## src/rtl/vvp_shacc_pkg.sv

```systemverilog
// Shared types and sizing helpers for the vvp bit-serial shift-accumulator.
// The accumulator width function is shared with the vvp sizing logic.
package vvp_shacc_pkg;

    typedef enum logic [1:0] {
        IDLE  = 2'd0,
        ACCUM = 2'd1,
        DONE  = 2'd2
    } vvp_shacc_state_t;

    localparam int PREC_W = 4;

    // Worst case |S| <= n sits in clog2(n)+2 signed bits; each plane index adds one bit of weight.
    function automatic int acc_width(input int n, input int wp, input int dp);
        return $clog2(n) + 2 + wp + dp;
    endfunction

    // A precision of 0 means a single plane; anything above the hardware limit is capped.
    function automatic logic [PREC_W-1:0] prec_clamp(input logic [PREC_W-1:0] p, input int pmax);
        if (p == '0)
            return PREC_W'(1);
        if (int'(p) > pmax)
            return PREC_W'(pmax);
        return p;
    endfunction

endpackage

```

## src/rtl/vvp_shacc_if.sv

```systemverilog
// Control, beat-input and result handshakes of the shift-accumulator.
// The master side drives the product request and consumes the result.
interface vvp_shacc_if
    import vvp_shacc_pkg::*;
#(
    parameter int SW   = 8,
    parameter int ACCW = 24
) ();

    logic                   start;
    logic [PREC_W-1:0]      wprec;
    logic [PREC_W-1:0]      dprec;
    logic                   clear;
    logic                   in_valid;
    logic                   in_ready;
    logic signed [SW-1:0]   in_s;
    logic                   out_valid;
    logic                   out_ready;
    logic signed [ACCW-1:0] out_result;
    logic                   busy;

    modport master (
        output start, wprec, dprec, clear, in_valid, in_s, out_ready,
        input  in_ready, out_valid, out_result, busy
    );

    modport slave (
        input  start, wprec, dprec, clear, in_valid, in_s, out_ready,
        output in_ready, out_valid, out_result, busy
    );

endinterface

```

## src/rtl/vvp_shacc_stage.sv

```systemverilog
// One signed Horner stage: q_next = (first ? 0 : q <<< 1) + d, committed when en.
// The combinational next value is exported so a following stage can chain off it.
module shacc_stage #(
    parameter int W = 24
) (
    input  logic                clk,
    input  logic                rst_n,
    input  logic                clr,
    input  logic                en,
    input  logic                first,
    input  logic signed [W-1:0] d,
    output logic signed [W-1:0] q,
    output logic signed [W-1:0] nxt
);

    logic signed [W-1:0] base;

    assign base = first ? '0 : (q <<< 1);
    assign nxt  = base + d;

    always_ff @(posedge clk or negedge rst_n) begin
        if (!rst_n)
            q <= '0;
        else if (clr)
            q <= '0;
        else if (en)
            q <= nxt;
    end

endmodule

```

## src/rtl/vvp_shacc.sv

```systemverilog
// Bit-serial shift-accumulator: rebuilds a multi-bit dot product from per-plane
// partial sums (weight-bit outer, data-bit inner, MSB first) and hands it downstream.
module vvp_shacc
    import vvp_shacc_pkg::*;
#(
    parameter int N         = 64,
    parameter int WPREC_MAX = 8,
    parameter int DPREC_MAX = 8,
    parameter int SW        = $clog2(N) + 2,
    parameter int ACCW      = acc_width(N, WPREC_MAX, DPREC_MAX)
) (
    input logic        clk,
    input logic        rst_n,
    vvp_shacc_if.slave bus
);

    vvp_shacc_state_t       state, state_n;
    logic [PREC_W-1:0]      wprec_q, dprec_q;
    logic [PREC_W-1:0]      icnt, jcnt;
    logic signed [ACCW-1:0] result_q;

    logic                   beat, last_j, last_i;
    logic                   in_ready, out_valid, busy;
    logic signed [ACCW-1:0] s_ext;
    logic signed [ACCW-1:0] inner_q, inner_n;
    logic signed [ACCW-1:0] acc_q, acc_n;

    assign s_ext  = {{(ACCW-SW){bus.in_s[SW-1]}}, bus.in_s};
    assign beat   = bus.in_valid && in_ready && !bus.clear;
    assign last_j = (jcnt == dprec_q - PREC_W'(1));
    assign last_i = (icnt == wprec_q - PREC_W'(1));

    always_ff @(posedge clk or negedge rst_n) begin
        if (!rst_n)
            state <= IDLE;
        else
            state <= state_n;
    end

    always_comb begin
        state_n   = state;
        in_ready  = 1'b0;
        out_valid = 1'b0;
        busy      = 1'b0;
        case (state)
            IDLE: begin
                if (bus.start)
                    state_n = ACCUM;
            end
            ACCUM: begin
                in_ready = 1'b1;
                busy     = 1'b1;
                if (beat && last_j && last_i)
                    state_n = DONE;
            end
            DONE: begin
                out_valid = 1'b1;
                busy      = 1'b1;
                if (bus.out_ready)
                    state_n = IDLE;
            end
            default: state_n = IDLE;
        endcase
        // Abort outranks everything, including a start in IDLE.
        if (bus.clear)
            state_n = IDLE;
    end

    always_ff @(posedge clk or negedge rst_n) begin
        if (!rst_n) begin
            wprec_q  <= '0;
            dprec_q  <= '0;
            icnt     <= '0;
            jcnt     <= '0;
            result_q <= '0;
        end else if (bus.clear) begin
            icnt     <= '0;
            jcnt     <= '0;
            result_q <= '0;
        end else if (state == IDLE && bus.start) begin
            wprec_q <= prec_clamp(bus.wprec, WPREC_MAX);
            dprec_q <= prec_clamp(bus.dprec, DPREC_MAX);
            icnt    <= '0;
            jcnt    <= '0;
        end else if (beat) begin
            if (last_j) begin
                jcnt <= '0;
                icnt <= icnt + PREC_W'(1);
                if (last_i)
                    result_q <= acc_n;
            end else begin
                jcnt <= jcnt + PREC_W'(1);
            end
        end
    end

    // Inner stage folds data planes; the outer stage folds each finished inner sum.
    shacc_stage #(.W(ACCW)) u_inner (
        .clk   (clk),
        .rst_n (rst_n),
        .clr   (bus.clear),
        .en    (beat),
        .first (jcnt == '0),
        .d     (s_ext),
        .q     (inner_q),
        .nxt   (inner_n)
    );

    shacc_stage #(.W(ACCW)) u_acc (
        .clk   (clk),
        .rst_n (rst_n),
        .clr   (bus.clear),
        .en    (beat && last_j),
        .first (icnt == '0),
        .d     (inner_n),
        .q     (acc_q),
        .nxt   (acc_n)
    );

    assign bus.in_ready   = in_ready;
    assign bus.out_valid  = out_valid;
    assign bus.busy       = busy;
    assign bus.out_result = result_q;

endmodule
```

## src/flat_wrapper.sv

```systemverilog
// flat-port wrapper written by rule: the top's interface ports become plain ports
module vvp_shacc_flat import vvp_shacc_pkg::*;
#(
    parameter int N         = 64,
    parameter int WPREC_MAX = 8,
    parameter int DPREC_MAX = 8,
    parameter int SW        = $clog2(N) + 2,
    parameter int ACCW      = acc_width(N, WPREC_MAX, DPREC_MAX)
)
  (clk, rst_n, bus_start, bus_wprec, bus_dprec, bus_clear, bus_in_valid, bus_in_s, bus_out_ready, bus_in_ready, bus_out_valid, bus_out_result, bus_busy);
  vvp_shacc_if #(.SW(SW), .ACCW(ACCW)) bus_i ();
  input logic clk;
  input logic rst_n;
  input wire logic [$bits(bus_i.start)-1:0] bus_start;
  input wire logic [$bits(bus_i.wprec)-1:0] bus_wprec;
  input wire logic [$bits(bus_i.dprec)-1:0] bus_dprec;
  input wire logic [$bits(bus_i.clear)-1:0] bus_clear;
  input wire logic [$bits(bus_i.in_valid)-1:0] bus_in_valid;
  input wire logic [$bits(bus_i.in_s)-1:0] bus_in_s;
  input wire logic [$bits(bus_i.out_ready)-1:0] bus_out_ready;
  output wire logic [$bits(bus_i.in_ready)-1:0] bus_in_ready;
  output wire logic [$bits(bus_i.out_valid)-1:0] bus_out_valid;
  output wire logic [$bits(bus_i.out_result)-1:0] bus_out_result;
  output wire logic [$bits(bus_i.busy)-1:0] bus_busy;
  assign bus_i.start = bus_start;
  assign bus_i.wprec = bus_wprec;
  assign bus_i.dprec = bus_dprec;
  assign bus_i.clear = bus_clear;
  assign bus_i.in_valid = bus_in_valid;
  assign bus_i.in_s = bus_in_s;
  assign bus_i.out_ready = bus_out_ready;
  assign bus_in_ready = bus_i.in_ready;
  assign bus_out_valid = bus_i.out_valid;
  assign bus_out_result = bus_i.out_result;
  assign bus_busy = bus_i.busy;
  vvp_shacc #(.N(N), .WPREC_MAX(WPREC_MAX), .DPREC_MAX(DPREC_MAX), .SW(SW), .ACCW(ACCW)) u_core (.clk(clk), .rst_n(rst_n), .bus(bus_i));
endmodule
```

## config.mk

```make
export PLATFORM = sky130hd
export DESIGN_NAME = vvp_shacc_flat
export DESIGN_NICKNAME = d
export VERILOG_FILES = /design/src/rtl/vvp_shacc_pkg.sv /design/src/rtl/vvp_shacc_if.sv /design/src/rtl/vvp_shacc_stage.sv /design/src/rtl/vvp_shacc.sv /design/src/flat_wrapper.sv
export SDC_FILE = /design/constraint.sdc
export NUM_CORES = 1
export LEC_CHECK = 0
export CAP_MARGIN = 20
export CORE_ASPECT_RATIO = 1.1
export CORE_MARGIN = 3
export CORE_UTILIZATION = 45
export CTS_BUF_LIST = sky130_fd_sc_hd__clkbuf_2 sky130_fd_sc_hd__clkbuf_4 sky130_fd_sc_hd__clkbuf_8
export CTS_CLUSTER_SIZE = 28
export DETAILED_ROUTE_END_ITERATION = 16
export PLACE_DENSITY = 0.72
export SYNTH_ARGS = -nofsm -noshare
export SYNTH_HDL_FRONTEND = slang
export SYNTH_HIERARCHICAL = 1
export SYNTH_SLANG_ARGS = --single-unit
```

## constraint.sdc

```tcl
create_clock -name clk -period 5.25 [get_ports clk]
set_clock_uncertainty 0.1 [all_clocks]
set_input_delay 1.05 -clock clk [delete_from_list [all_inputs] [get_ports clk]]
set_output_delay 1.05 -clock clk [all_outputs]
set_load 0.05 [all_outputs]
```

After elaboration in Yosys (flattened, before gate mapping)
Index checks and enable logic that the tools add are counted.
- $lt $le $gt $ge: 2
- bitwise gates (word level): 1
- muxes and demuxes: 49
- equality and inequality tests: 8
- $add $sub $neg: 6
- reductions and logical operators: 22
- operators by type and width (cell ; number):
    $mux W24 ; 7
    $mux W23 ; 4
    $mux W4 ; 16
    $add A24 B24 Y24 ; 1
    $add A24 B8 Y24 ; 1
    $mux W1 ; 17
    $logic_not A4 Y1 ; 4
    $add A4 B1 Y4 const B ; 2
    $eq A4 B4 Y1 ; 2
    $gt A4 B4 Y1 const B ; 2
    $mux W2 ; 4
    $reduce_bool A2 Y1 ; 4
    $sub A4 B1 Y4 const B ; 2
    $ne A3 B3 Y1 const B ; 2
    $pmux W2 S3 ; 1
    $reduce_bool A3 Y1 ; 2
    $logic_and A1 B1 Y1 ; 5
    $reduce_and A2 Y1 ; 2
    $reduce_and A4 Y1 ; 1
    $ne A3 B2 Y1 const B ; 1
    $reduce_and A3 Y1 ; 1
    $eq A2 B1 Y1 const B ; 1
    $eq A2 B2 Y1 const B ; 1
    $logic_not A2 Y1 ; 1
    4 further kinds ; 4
- word-level logic and storage cells: 96
- flip-flop bits (word level): 88

Longest topological paths before layout
- word-level depth: 9
- gate-level depth with buffers: 23
- mapped depth without buffers: 21

Modules after synthesis
The synthesis kept the hierarchy.
- modules (own cells, without submodules) (module ; area an instance (sq um) ; seq. area each (sq um) ; cells each ; instances):
    shacc_stage ; 2565.0 ; 600.6 ; 318 ; 2
    vvp_shacc ; 2301.0 ; 1051.0 ; 235 ; 1

Worst setup path before layout
No wires, ideal clock.
- path kind: register -> register
- start: reg u_core.jcnt[0]
- end: reg u_core.result_q[19] (netlist: u_core/bus.out_result[19])
- data required time: 5026 ps
- path slack: 286 ps
- arrival time: 4740 ps
- path buffers: 2
- setup time: 124 ps
- stages on the path, launching flop included: 23
- cell sequence: dfrtp_1 inv_1 ha_1 nor3b_1 clkbuf_1 nor2b_1 ha_1 a21o_1 a31o_2 o211a_1 or3_1 and3_1 xor2_1 ha_1 clkbuf_1 nand3_1 o21ai_2 a311oi_2 a21oi_1 or3_1 and2_2 nand2_1 mux2i_1
- cells in the longest elaborated chain, start to end: 9
- elaborated cells on any way between the ends: 12
- those cells by class: add/sub (2); eq/ne (1); mux (6); reduce/logical (3)
- ends and longest elaborated chain (item ; RTL line ; text):
    start: declaration ; vvp_shacc.sv:19 ; logic [PREC_W-1:0] icnt, jcnt;
    start signal: assignment ; vvp_shacc.sv:92 ; jcnt <= jcnt + PREC_W'(1);
    $logic_not A4 Y1 ; vvp_shacc.sv:103 ; .first (jcnt == '0),
    $mux W24 ; vvp_shacc_stage.sv:18 ; assign base = first ? '0 : (q <<< 1);
    $add A24 B8 Y24 ; vvp_shacc_stage.sv:19 ; assign nxt = base + d;
    named net u_core.inner_n[14] ; vvp_shacc.sv:25 ; logic signed [ACCW-1:0] inner_q, inner_n;
    $add A24 B24 Y24 ; vvp_shacc_stage.sv:19 ;
    named net u_core.acc_n[19] ; vvp_shacc.sv:26 ; logic signed [ACCW-1:0] acc_q, acc_n;
    $mux W24 ; vvp_shacc.sv:89 ; if (last_i)
    $mux W24 ; vvp_shacc.sv:86 ; if (last_j) begin
    $mux W24 ; vvp_shacc.sv:85 ; end else if (beat) begin
    $mux W24 ; vvp_shacc.sv:80 ; end else if (state == IDLE && bus.start) begin
    $mux W24 ; vvp_shacc.sv:76 ; end else if (bus.clear) begin
    end signal: assignment ; vvp_shacc.sv:90 ; result_q <= acc_n;
    end: declaration ; vvp_shacc.sv:20 ; logic signed [ACCW-1:0] result_q;
The timed path passes the listed nets, and every way through them passes these cells. The select of a mux whose other input is x is not followed.
A chain may end at the register's enable or synchronous reset.

Worst setup path in the final report
- start: in bus_in_s[1]
- end: reg u_core.result_q[19] (netlist: u_core/bus.out_result[19])
- cells in the longest elaborated chain, start to end: 7
- ends and longest elaborated chain (item ; RTL line ; text):
    start: declaration ; flat_wrapper.sv:19 ; input wire logic [$bits(bus_i.in_s)-1:0] bus_in_s;
    $add A24 B8 Y24 ; vvp_shacc_stage.sv:19 ;
    named net u_core.inner_n[13] ; vvp_shacc.sv:25 ;
    $add A24 B24 Y24 ; vvp_shacc_stage.sv:19 ;
    named net u_core.acc_n[19] ; vvp_shacc.sv:26 ;
    $mux W24 ; vvp_shacc.sv:89 ;
    $mux W24 ; vvp_shacc.sv:86 ;
    $mux W24 ; vvp_shacc.sv:85 ;
    $mux W24 ; vvp_shacc.sv:80 ;
    $mux W24 ; vvp_shacc.sv:76 ;
The timed path passes the listed nets, and every way through them passes these cells. The select of a mux whose other input is x is not followed.

==> flow_metrics.tcl <==
set metrics [dict create \
    die_w_um 128 \
    ys_warn_count 6 \
    port_buffers 48 \
    endpoint_kind "flop" \
    fin_tns_setup_ps 0 \
    routedLengthMet1_um 8230 \
    grt_max_degree 74 \
    met3_length_um 535 \
    die-height_um 140 \
    worstPathRequired_ps 5390 \
    clock_sinks 88 \
    start_util_pct 46.4 \
    p_per_area_nw_per_um2 176 \
    peakVddDrop_mv 0.158 \
    timing.fmax_mhz 199 \
    ioPinCount 49 \
    syn2layout_area_growth_pct 17.8 \
    power_frac_clock_pct 30.9 \
    synth_nets 935 \
    clk_pin_slew_ps 90 \
    numCtsBuffers 9 \
    wl_met2_um 8840 \
    pre_cts_slack_ps -149 \
    root_buffer "clkbuf_8" \
    critical_path.max_fanout 5 \
    n_antenna_cell 0 \
    cp.arrival_ps 5170 \
    min_to "u_core/u_inner/q[19]" \
    r2r_end "u_core/bus.out_result[19]" \
    drive_gt1_share_pct 14.1 \
    fin_util_pct 54.6 \
    grt_setup_unrepaired "false" \
    tightest_slew_ps 792 \
    grt_pass1_vias 6226 \
    drv_slew 0 \
    relSlewSlack_pct 47.2 \
    placed_area_sq_um 8360 \
    startpoint_type "primary input" \
    reg2reg_slack_ps 270 \
    reg2reg_depth 22 \
    hold_ws_ps 412 \
    grt_pass1_wl_um 30200 \
    r2r_start "u_core/jcnt[0]" \
    final_antenna_net_count 0 \
    stdcell_area_sq_um 8630 \
    dpl.hpwl_um 13100 \
    num-fill-cells 1484 \
    min_path_type "flop to flop" \
    dp.cells 1129 \
    vias_per_cell 5.56 \
    highest_layer "met4" \
    hold_violations 0 \
    grtUsageTotal_pct 20.6 \
    nets 1020 \
    syn-cell-area_sq_um 7320 \
    hp-start "u_core/u_inner/q[19]" \
    status "finished clean" \
    drcViolationCount 0 \
    swShare_pct 30.7 \
    fin_crit_sh_pct 95.8 \
    finalPower_mw 1.52 \
    htreeDepth 3 \
    finalNonFillerCells 1147 \
    cts_tree "yes" \
    finalWirelength_um 18000 \
    routedWlPerCell_um 15.6 \
    p_leak_nw 3.89 \
    post-route-min-period_ps 5030 \
    drtIter0Drc 462 \
    cts.path.max_buffers 2 \
    rows 48 \
    syn_inst 857 \
    p_comb_share_pct 22.1 \
    seq_power_share_pct 47.1 \
    gp_congestion 0.904 \
    die-area_sq_um 17800 \
    overflow 0 \
    num_vias 6372 \
    p_sw_mw 0.468 \
    holdPathStages 1 \
    drv_cap 0 \
    worstSetupPathType "primary input to flop" \
    p_int_mw 1.05 \
    grt_antenna_before_repair 0 \
    syn_area_per_cell_sq_um 8.55 \
    drt-pass1-iter-count 5 \
    setup_viol 0 \
    design.core.area_sq_um 15800 \
    setup_ws_ps 219 \
    clk_latency_ps 380 \
]
==> sequential cells by signal, summed over array words and instances, names as in the netlist <==
register               count
u_core/u_inner/q          23
u_core/icnt                4
u_core/dprec_q             4
u_core/state               2
u_core/jcnt                4
u_core/wprec_q             4
u_core/bus.out_result     24
u_core/u_acc/q            23
==> metal layers <==
metal / vias up / track usage [%]
met5: - / 0
met4: 0 / 6.98
met3: 21 / 2.38
met2: 101 / 34.4
met1: 3049 / 27.6
li1: 3201 / -
==> power groups by stage <==
stage	registers, mW	logic, mW	clock network, mW
detailed placement	0.730	0.331	0
CTS	0.717	0.333	0.485
global route	0.720	0.372	0.506
floorplan	0.726	0.227	0
global placement	0.730	0.327	0
finish	0.717	0.336	0.470
==> worst max-delay path: stages <==
cell	delay, ps
clkdlybuf4s50_1	410
ha_1	230
fa_1	390
a21o_1	180
a221o_1	360
a311oi_2	280
buf_4	160
a21oi_1	70
xnor2_1	200
inv_1	70
ha_1	360
and3_1	230
a311oi_4	380
a21oi_1	120
or3_1	350
and2_2	210
nand2_1	60
mux2i_1	70
==> worst max-delay path by stage <==
stage / end / start / cells past startpoint / slack (ps)
after global routing: u_core/bus.out_result[20] / u_core/jcnt[1] / 23 / 2
after detailed placement: u_core/bus.out_result[19] / bus_in_s[1] / 18 / -150
final: u_core/bus.out_result[19] / bus_in_s[1] / 18 / 220
after floorplan: u_core/bus.out_result[19] / u_core/jcnt[0] / 22 / 290
after global placement: u_core/bus.out_result[19] / bus_in_s[1] / 18 / -80
after CTS: u_core/bus.out_result[19] / u_core/jcnt[0] / 22 / 220
==> repair_timing <==
action	4_1_cts	5_1_grt
setup endpoints to repair	0	14
setup buffers	0	1
hold buffers	0	0
gates resized for setup	0	13
==> cell type report <==
type / instances / area (sq um) / area share, %
flip-flops and latches: 88 / 2200 / 25.5
multi-input cells: 692 / 4810 / 55.8
inverters: 26 / 97.6 / 1.13
clock inverters: 3 / 25.0 / 0.290
repair buffers: 125 / 1070 / 12.4
clock buffers: 13 / 166 / 1.93
well taps: 200 / 250 / 2.90
==> placed cells by master, fill, tap and decap left out, drive strengths merged, types with 12 or more instances in the layout <==
cell type and n:
nand2 110, inv 26, nor3b 16, nand3 22
clkbuf 13, a21o 18, and2 12, xnor2 30
mux2i 46, nor2b 48, o21ai 31, ha 54
a21oi 45, nor2 86, nand2b 12, clkdlybuf4s50 46
xor2 21, buf 79, dfrtp 88
No activity file was read; power rests on OpenSTA's default activity.
